$ cat config.mk
export PLATFORM = sky130hd
export DESIGN_NAME = mips_cpu_fetch_flat
export DESIGN_NICKNAME = d
export VERILOG_FILES = /design/src/rtl/mips_cpu_pkg.sv /design/src/rtl/mips_cpu_fetch_if.sv /design/src/rtl/mips_cpu_fetch.sv /design/src/flat_wrapper.sv
export SDC_FILE = /design/constraint.sdc
export NUM_CORES = 1
export LEC_CHECK = 0
export CAP_MARGIN = 20
export CORE_ASPECT_RATIO = 1.75
export CORE_UTILIZATION = 43
export CTS_BUF_LIST = sky130_fd_sc_hd__clkbuf_8
export CTS_CLUSTER_DIAMETER = 200
export DETAILED_ROUTE_END_ITERATION = 8
export HOLD_SLACK_MARGIN = 0.03
export PLACE_DENSITY = 0.82
export SLEW_MARGIN = 0
export SYNTH_ARGS = -nofsm -noshare
export SYNTH_HDL_FRONTEND = slang
export SYNTH_SLANG_ARGS = --single-unit
$ cat constraint.sdc
create_clock -name clk -period 2.3 [get_ports clk]
set_input_delay 0.23 -clock clk [delete_from_list [all_inputs] [get_ports clk]]
set_output_delay 0.23 -clock clk [all_outputs]
set_load 0.005 [all_outputs]
$ cat src/rtl/mips_cpu_pkg.sv
// Shared core definitions: fetch FSM states and architectural constants
// reused by the PC, fetch and decode stages.
package mips_cpu_pkg;

    localparam logic [31:0] RESET_VECTOR = 32'hBFC00000;
    localparam logic [31:0] NOP_INSTR    = 32'h00000000;
    localparam logic [31:0] HALT_ADDR    = 32'h00000000;

    typedef enum logic [1:0] {
        IDLE = 2'd0,
        REQ  = 2'd1,
        HOLD = 2'd2,
        HALT = 2'd3
    } fetch_state_t;

endpackage

$ cat src/rtl/mips_cpu_fetch_if.sv
// Instruction memory bus. Handshake: a transfer completes on the first cycle
// where instr_read=1 and instr_waitrequest=0; until then address/read are held.
interface mips_cpu_fetch_if;

    logic [31:0] instr_address;
    logic        instr_read;
    logic        instr_waitrequest;
    logic [31:0] instr_readdata;

    modport master (
        output instr_address,
        output instr_read,
        input  instr_waitrequest,
        input  instr_readdata
    );

    modport slave (
        input  instr_address,
        input  instr_read,
        output instr_waitrequest,
        output instr_readdata
    );

endinterface

$ cat src/rtl/mips_cpu_fetch.sv
// Instruction-fetch stage: one outstanding read, holds the returned word until
// the consumer acks, stops at HALT_ADDR or on a misaligned PC.
module mips_cpu_fetch #(
    parameter logic [31:0] NOP_INSTR = 32'h00000000,
    parameter logic [31:0] HALT_ADDR = 32'h00000000
) (
    input  logic                       clk,
    input  logic                       rst_n,
    input  logic [31:0]                pc_in,
    input  logic                       pc_active,
    input  logic                       instr_ack,
    input  logic                       flush,
    mips_cpu_fetch_if.master           mem,
    output logic [31:0]                instr_out,
    output logic                       instr_valid,
    output logic                       stall,
    output logic                       halted,
    output logic                       fetch_fault,
    output mips_cpu_pkg::fetch_state_t state_dbg
);

    import mips_cpu_pkg::*;

    fetch_state_t state_q, state_d;
    logic [31:0]  addr_q, addr_d;
    logic         read_q, read_d;
    logic [31:0]  instr_q, instr_d;
    logic         valid_q, valid_d;
    logic         stall_q, stall_d;
    logic         halted_q, halted_d;
    logic         fault_q, fault_d;
    logic         discard_q, discard_d;

    always_comb begin
        state_d   = state_q;
        addr_d    = addr_q;
        read_d    = read_q;
        instr_d   = instr_q;
        valid_d   = valid_q;
        stall_d   = stall_q;
        halted_d  = halted_q;
        fault_d   = fault_q;
        discard_d = discard_q;

        case (state_q)
            IDLE: begin
                if (flush) begin
                    instr_d = NOP_INSTR;
                end else if (!pc_active) begin
                    stall_d = 1'b0;
                end else if (pc_in == HALT_ADDR) begin
                    state_d  = HALT;
                    halted_d = 1'b1;
                    stall_d  = 1'b0;
                    instr_d  = NOP_INSTR;
                end else if (pc_in[1:0] != 2'b00) begin
                    state_d = HALT;
                    fault_d = 1'b1;
                    stall_d = 1'b0;
                    instr_d = NOP_INSTR;
                end else begin
                    state_d = REQ;
                    addr_d  = pc_in;
                    read_d  = 1'b1;
                    stall_d = 1'b1;
                end
            end

            REQ: begin
                // A flush never abandons the bus: the read finishes, its data is dropped.
                if (!mem.instr_waitrequest) begin
                    read_d    = 1'b0;
                    discard_d = 1'b0;
                    if (flush || discard_q) begin
                        state_d = IDLE;
                        instr_d = NOP_INSTR;
                        valid_d = 1'b0;
                        stall_d = 1'b1;
                    end else begin
                        state_d = HOLD;
                        instr_d = mem.instr_readdata;
                        valid_d = 1'b1;
                        stall_d = 1'b0;
                    end
                end else if (flush) begin
                    discard_d = 1'b1;
                end
            end

            HOLD: begin
                if (flush) begin
                    state_d = IDLE;
                    valid_d = 1'b0;
                    instr_d = NOP_INSTR;
                    stall_d = 1'b1;
                end else if (instr_ack) begin
                    state_d = IDLE;
                    valid_d = 1'b0;
                    stall_d = 1'b1;
                end
            end

            HALT: begin
                read_d  = 1'b0;
                valid_d = 1'b0;
                stall_d = 1'b0;
            end

            default: state_d = IDLE;
        endcase
    end

    always_ff @(posedge clk or negedge rst_n) begin
        if (!rst_n) begin
            state_q   <= IDLE;
            addr_q    <= 32'h0;
            read_q    <= 1'b0;
            instr_q   <= NOP_INSTR;
            valid_q   <= 1'b0;
            stall_q   <= 1'b0;
            halted_q  <= 1'b0;
            fault_q   <= 1'b0;
            discard_q <= 1'b0;
        end else begin
            state_q   <= state_d;
            addr_q    <= addr_d;
            read_q    <= read_d;
            instr_q   <= instr_d;
            valid_q   <= valid_d;
            stall_q   <= stall_d;
            halted_q  <= halted_d;
            fault_q   <= fault_d;
            discard_q <= discard_d;
        end
    end

    assign mem.instr_address = addr_q;
    assign mem.instr_read    = read_q;
    assign instr_out         = instr_q;
    assign instr_valid       = valid_q;
    assign stall             = stall_q;
    assign halted            = halted_q;
    assign fetch_fault       = fault_q;
    assign state_dbg         = state_q;

endmodule

$ cat src/flat_wrapper.sv
// flat-port wrapper written by rule: the top's interface ports become plain ports
module mips_cpu_fetch_flat import mips_cpu_pkg::*;
#(
    parameter logic [31:0] NOP_INSTR = 32'h00000000,
    parameter logic [31:0] HALT_ADDR = 32'h00000000
)
  (clk, rst_n, pc_in, pc_active, instr_ack, flush, instr_out, instr_valid, stall, halted, fetch_fault, state_dbg, mem_instr_address, mem_instr_read, mem_instr_waitrequest, mem_instr_readdata);
  mips_cpu_fetch_if mem_i ();
  input  logic clk;
  input  logic rst_n;
  input  logic [31:0] pc_in;
  input  logic pc_active;
  input  logic instr_ack;
  input  logic flush;
  output logic [31:0] instr_out;
  output logic instr_valid;
  output logic stall;
  output logic halted;
  output logic fetch_fault;
  output mips_cpu_pkg::fetch_state_t state_dbg;
  output wire logic [$bits(mem_i.instr_address)-1:0] mem_instr_address;
  output wire logic [$bits(mem_i.instr_read)-1:0] mem_instr_read;
  input wire logic [$bits(mem_i.instr_waitrequest)-1:0] mem_instr_waitrequest;
  input wire logic [$bits(mem_i.instr_readdata)-1:0] mem_instr_readdata;
  assign mem_instr_address = mem_i.instr_address;
  assign mem_instr_read = mem_i.instr_read;
  assign mem_i.instr_waitrequest = mem_instr_waitrequest;
  assign mem_i.instr_readdata = mem_instr_readdata;
  mips_cpu_fetch #(.NOP_INSTR(NOP_INSTR), .HALT_ADDR(HALT_ADDR)) u_core (.clk(clk), .rst_n(rst_n), .pc_in(pc_in), .pc_active(pc_active), .instr_ack(instr_ack), .flush(flush), .mem(mem_i), .instr_out(instr_out), .instr_valid(instr_valid), .stall(stall), .halted(halted), .fetch_fault(fetch_fault), .state_dbg(state_dbg));
endmodule
; Word level (Yosys, flattened, before mapping)
; Index checks and enable logic that the tools add are counted.
[totals]
ff_bits = 72
inputBits = 70
output_inout_bits = 71
wordCells = 80
[op_classes]
n_eq_ne = 13
mux = 39
bitwise = 3
reduce_logical = 16
[ops]
columns = op, n
row1 = $mux 32, 7
row2 = $pmux 32 s3, 1
row3 = $logic_not 32->1, 1
row4 = $reduce_and 5->1, 4
row5 = $mux 1, 19
row6 = $mux 2, 8
row7 = $ne 2x2->1 const B, 7
row8 = $reduce_bool 3->1, 3
row9 = $ne 3x3->1 const B, 2
row10 = $pmux 1 s3, 2
row11 = $pmux 2 s3, 1
row12 = $reduce_and 3->1, 2
row13 = $reduce_and 6->1, 1
row14 = $eq 2x2->1 const B, 2
row15 = $ne 4x2->1 const B, 1
row16 = $pmux 1 s4, 1
row17 = $reduce_and 4->1, 1
row18 = $not 1->1, 3
row19 = $eq 2x1->1 const B, 1
row20 = $logic_not 2->1, 1
row21 = $reduce_and 2->1, 1
row22 = $reduce_bool 2->1, 1
row23 = $logic_or 1x1->1, 1

; Logic depth before layout (Yosys ltp)
[depth]
depth_word = 6
depth_mapped = 9
mapped_depth_nobuf = 7

; Least setup slack after synthesis
; No wires, ideal clock.
[synth_path]
path_type = flip-flop to flip-flop
start = reg u_core.state_q[0] (netlist: u_core.state_dbg[0])
end = reg u_core.addr_q[10] (netlist: u_core.mem.instr_address[10])
setup_time_ns = 0.125
arrival_ns = 1.822
required_ns = 2.175
path_slack_ns = 0.353
path_stages_with_launch = 8
synth_period_minus_slack_ns = 1.947
path_cell_list = dfrtp_1 inv_1 ha_1 nand2_1 or3_1 buf_6 buf_12 mux2_4
[synth_between]
elab_chain_cells = 2
[synth_rtl]
columns = item, line_no
row1 = "start, declared", mips_cpu_fetch.sv:24  ; fetch_state_t state_q, state_d;
row2 = "start signal, assigned", mips_cpu_fetch.sv:125  ; state_q <= state_d;
row3 = $logic_not 2->1, mips_cpu_fetch.sv:45  ; case (state_q)
row4 = $reduce_and 5->1 (no line), n/a
row5 = "end signal, assigned", mips_cpu_fetch.sv:126  ; addr_q <= addr_d;
row6 = "end, declared", mips_cpu_fetch.sv:25  ; logic [31:0] addr_q, addr_d;
; Every way passes these cells.
; A chain may end at the register's enable or synchronous reset.

; Worst setup path in the final report
[layout_path]
start = reg u_core.state_q[0] (netlist: u_core.state_dbg[0])
end = reg u_core.instr_q[16] (netlist: u_core.instr_out[16])
[layout_between]
elab_chain_cells = 3
elab_cells_between_ends = 10
classes_between = eq/ne (6) / mux (1) / reduce/logical (3)
[layout_rtl]
columns = item, line_no
row1 = "$eq 2x2->1, or another cell as far along", mips_cpu_fetch.sv:45
row2 = "$ne 2x2->1 (no line), or another cell as far along", n/a
row3 = $reduce_and 5->1 (no line), n/a
row4 = "end signal, assigned", mips_cpu_fetch.sv:128  ; instr_q <= instr_d;
row5 = "end, declared", mips_cpu_fetch.sv:27  ; logic [31:0] instr_q, instr_d;
; Several ways; a longest one is shown, not always the timed one.

==> run metrics <==
outcome=finished, final reports clean; register bit total from synthesis=72; library cells used by synthesis=34; Cell Pwr Density=1020 nW/um^2; HP Class=in2async; Hold Slack=0.388 ns; fmax=471 MHz; Worst R2R Path Depth=8; critical path peak fanout=32; main flop type after synthesis=dfrtp_1; Die Wd=65.8 um; cts hold-fix bufs=1; First-pass DRT Iterations=4; PortBufs=140; Setup Skew=0.00386 ns; RSZ-0062 raised after global routing=no; grt ovf=0; FF-to-FF End=u_core.instr_out[16]; DRC=0; fin nets=436; Initial Util=0.447; Peak VDD IR=670 uV; I/O pin cnt=141; most frequent cells after synthesis=dfrtp_1 (72), a22o_1 (32), mux2_4 (20); top cells by area, synth=dfrtp_1 (59%), mux2_4 (9.8%), a22o_1 (9.2%), mux2_2 (4.8%), ha_1 (2.0%); post-CTS setup buffer count=0; Synth Warn #=0; Core Util, Final=0.704; CP cell instances=inv_1 > ha_1 > nor4_4 > nand3_1 > nor4_1 > or2_1 > buf_12 > a22o_1; CTS max path bufs=2; antenna-violating nets left=0; Site Rows=40; number of synthesized flops with an enable pin=0; Total Power=4.91 mW; fin crit period=2.13 ns; Routed WL=8140 um; Fillers=509; Final period util=0.924; layout cells sized above 1=0.180; Core Region=6860 um^2; via count=2375; slew margin rel.=0.640; TritonCTS Buffers=9; pin count of the biggest net entering global routing=35; Pleak=2.20 nW; Worst Tran Pin Value=0.541 ns; Die ar.=7480 um^2; top-count cell post-synth=dfrtp_1; post-synthesis instance total=210; Area Growth Syn to Fin=57.5%; count of final setup violators=0; Setup CP Type=reg2reg; startpoint types=register; vias per cell=5.28; r2r setup slk=0.17 ns; Max-Cap Viols=0; Fin. Hold Viols=0; average wire per standard cell=18.1 um; reg2reg start=u_core.state_dbg[0]; Final Max Tran Viols=0; CTS HTree Levels=3; CTS tree=yes; clk_lat worst skew=0.35 ns; leading area contributor after synthesis=dfrtp_1; clock-pin slew of the registers on the worst-case setup and hold paths=0.07 ns; Seq/Total Area, Yosys=0.588; CTS Sinks=72; total track usage=0.231; global-route wire length before repair=12700 um; CP Capture Type=register; top-area cell type share of the netlist area=0.588; CP max stage delay=0.40 ns; Non-Filler Instances=450; post-cts sizing count=0; Inst Count DP=433; synthesized cell area=3060 um^2; vias in the first global route=2548; Die H=114 um; CP Data Required Time=2.59 ns; asr flop ratio synth=1.00; First DRT Iteration DRCs=110; Root Driver=clkbuf_8; worst setup margin=0.175 ns; dpl ws=-0.0660 ns; RePlAce Congestion=0.768; Syn Area/Cell=14.6 um^2; initial antenna violation count=0; ANT cells=0; critical path's slowest cell=dfrtp_1; Worst EP arrival=2.41 ns; dpl hpwl=6080 um; net count after synthesis=285
-- sequential cells by signal, summed over array words and instances (netlist names) --
name / cells
u_core.instr_valid: 1
u_core.halted: 1
u_core.mem.instr_read: 1
u_core.discard_q: 1
u_core.mem.instr_address: 32
u_core.fetch_fault: 1
u_core.instr_out: 32
u_core.state_dbg: 2
u_core.stall: 1
-- worst max-delay path by stage --
| stage | startpoint | slack, ns | end | depth (start not counted) |
|---|---|---|---|---|
| 6_report | u_core.state_dbg[0] | 0.17 | u_core.instr_out[16] | 8 |
| 4_1_cts | u_core.state_dbg[0] | 0.19 | u_core.instr_out[13] | 8 |
| 2_1_floorplan | u_core.state_dbg[0] | 0.35 | u_core.mem.instr_address[10] | 7 |
| 5_1_grt | u_core.state_dbg[0] | 0.08 | u_core.instr_out[14] | 8 |
| 3_3_place_gp | pc_in[20] | -0.02 | u_core.mem.instr_address[25] | 8 |
| 3_5_place_dp | pc_in[20] | -0.07 | u_core.mem.instr_address[26] | 8 |
-- logic make-up (layout without fill, tap and decap cells) --
logic type,after synthesis,count (layout),share of synthesized area
compound gates,51,51,0.134
fa+ha+maj,5,5,0.0204
buf+inv,20,176,0.0523
flops,72,72,0.588
mux,34,34,0.149
simple gates,28,28,0.0556
-- critical path, delay by kind of cell, from the launching register on --
kind	cells	cell delay, ns
simple gates	4	0.85
flops	1	0.40
fa+ha+maj	1	0.31
buf+inv	2	0.30
compound gates	1	0.19
-- metal layers --
metal  global-route usage  vias up  wire length, um
li1                     -     1080                -
met4                0.126        0              244
met2                0.411       98             4430
met5                    0        -                0
met3               0.0530       20              472
met1                0.244     1177             2990
-- power by group --
part / leakage, nW / switching [mW] / total (mW) / internal (mW)
logic: 1.13 / 0.722 / 1.94 / 1.22
registers: 0.953 / 0.219 / 1.83 / 1.61
clock network: 0.119 / 0.464 / 1.13 / 0.668
total: 2.20 / 1.40 / 4.91 / 3.50
-- through the flow --
step / TNS (ns) / area, um^2
6_report: 0 / 4820
2_1_floorplan: 0 / 3060
3_5_place_dp: -1.91 / 4580
3_3_place_gp: -0.156 / 4580
4_1_cts: 0 / 4820
5_1_grt: 0 / 4820
-- final cells by class --
cell class,instances,area [um^2],share of cell area
Clock inverter,5,78.8,0.0163
Timing Repair Buffer,153,1560,0.323
Inverter,7,26.3,0.00545
Tap cell,84,105,0.0218
Clock buffer,11,151,0.0314
Sequential cell,72,1800,0.373
Multi-Input combinational cell,118,1100,0.228
-- placed cells by master (no fill, tap or decap), types with 2 or more instances in the layout --
master and count:
a22o_1 32, o21ai_0 2, and2_1 2, a21oi_1 6, mux2_2 13, nor4_1 9
nand3_1 2, clkdlybuf4s50_1 139, nand2_1 3, inv_1 7, buf_4 7, buf_12 5
dfrtp_1 72, bufinv_16 2, clkinv_2 2, ha_1 5, nand4_1 2, mux2_4 20
a31oi_1 2, nor2_1 5, clkbuf_8 11, a211oi_1 2
Power figures use the tool's default switching activity.
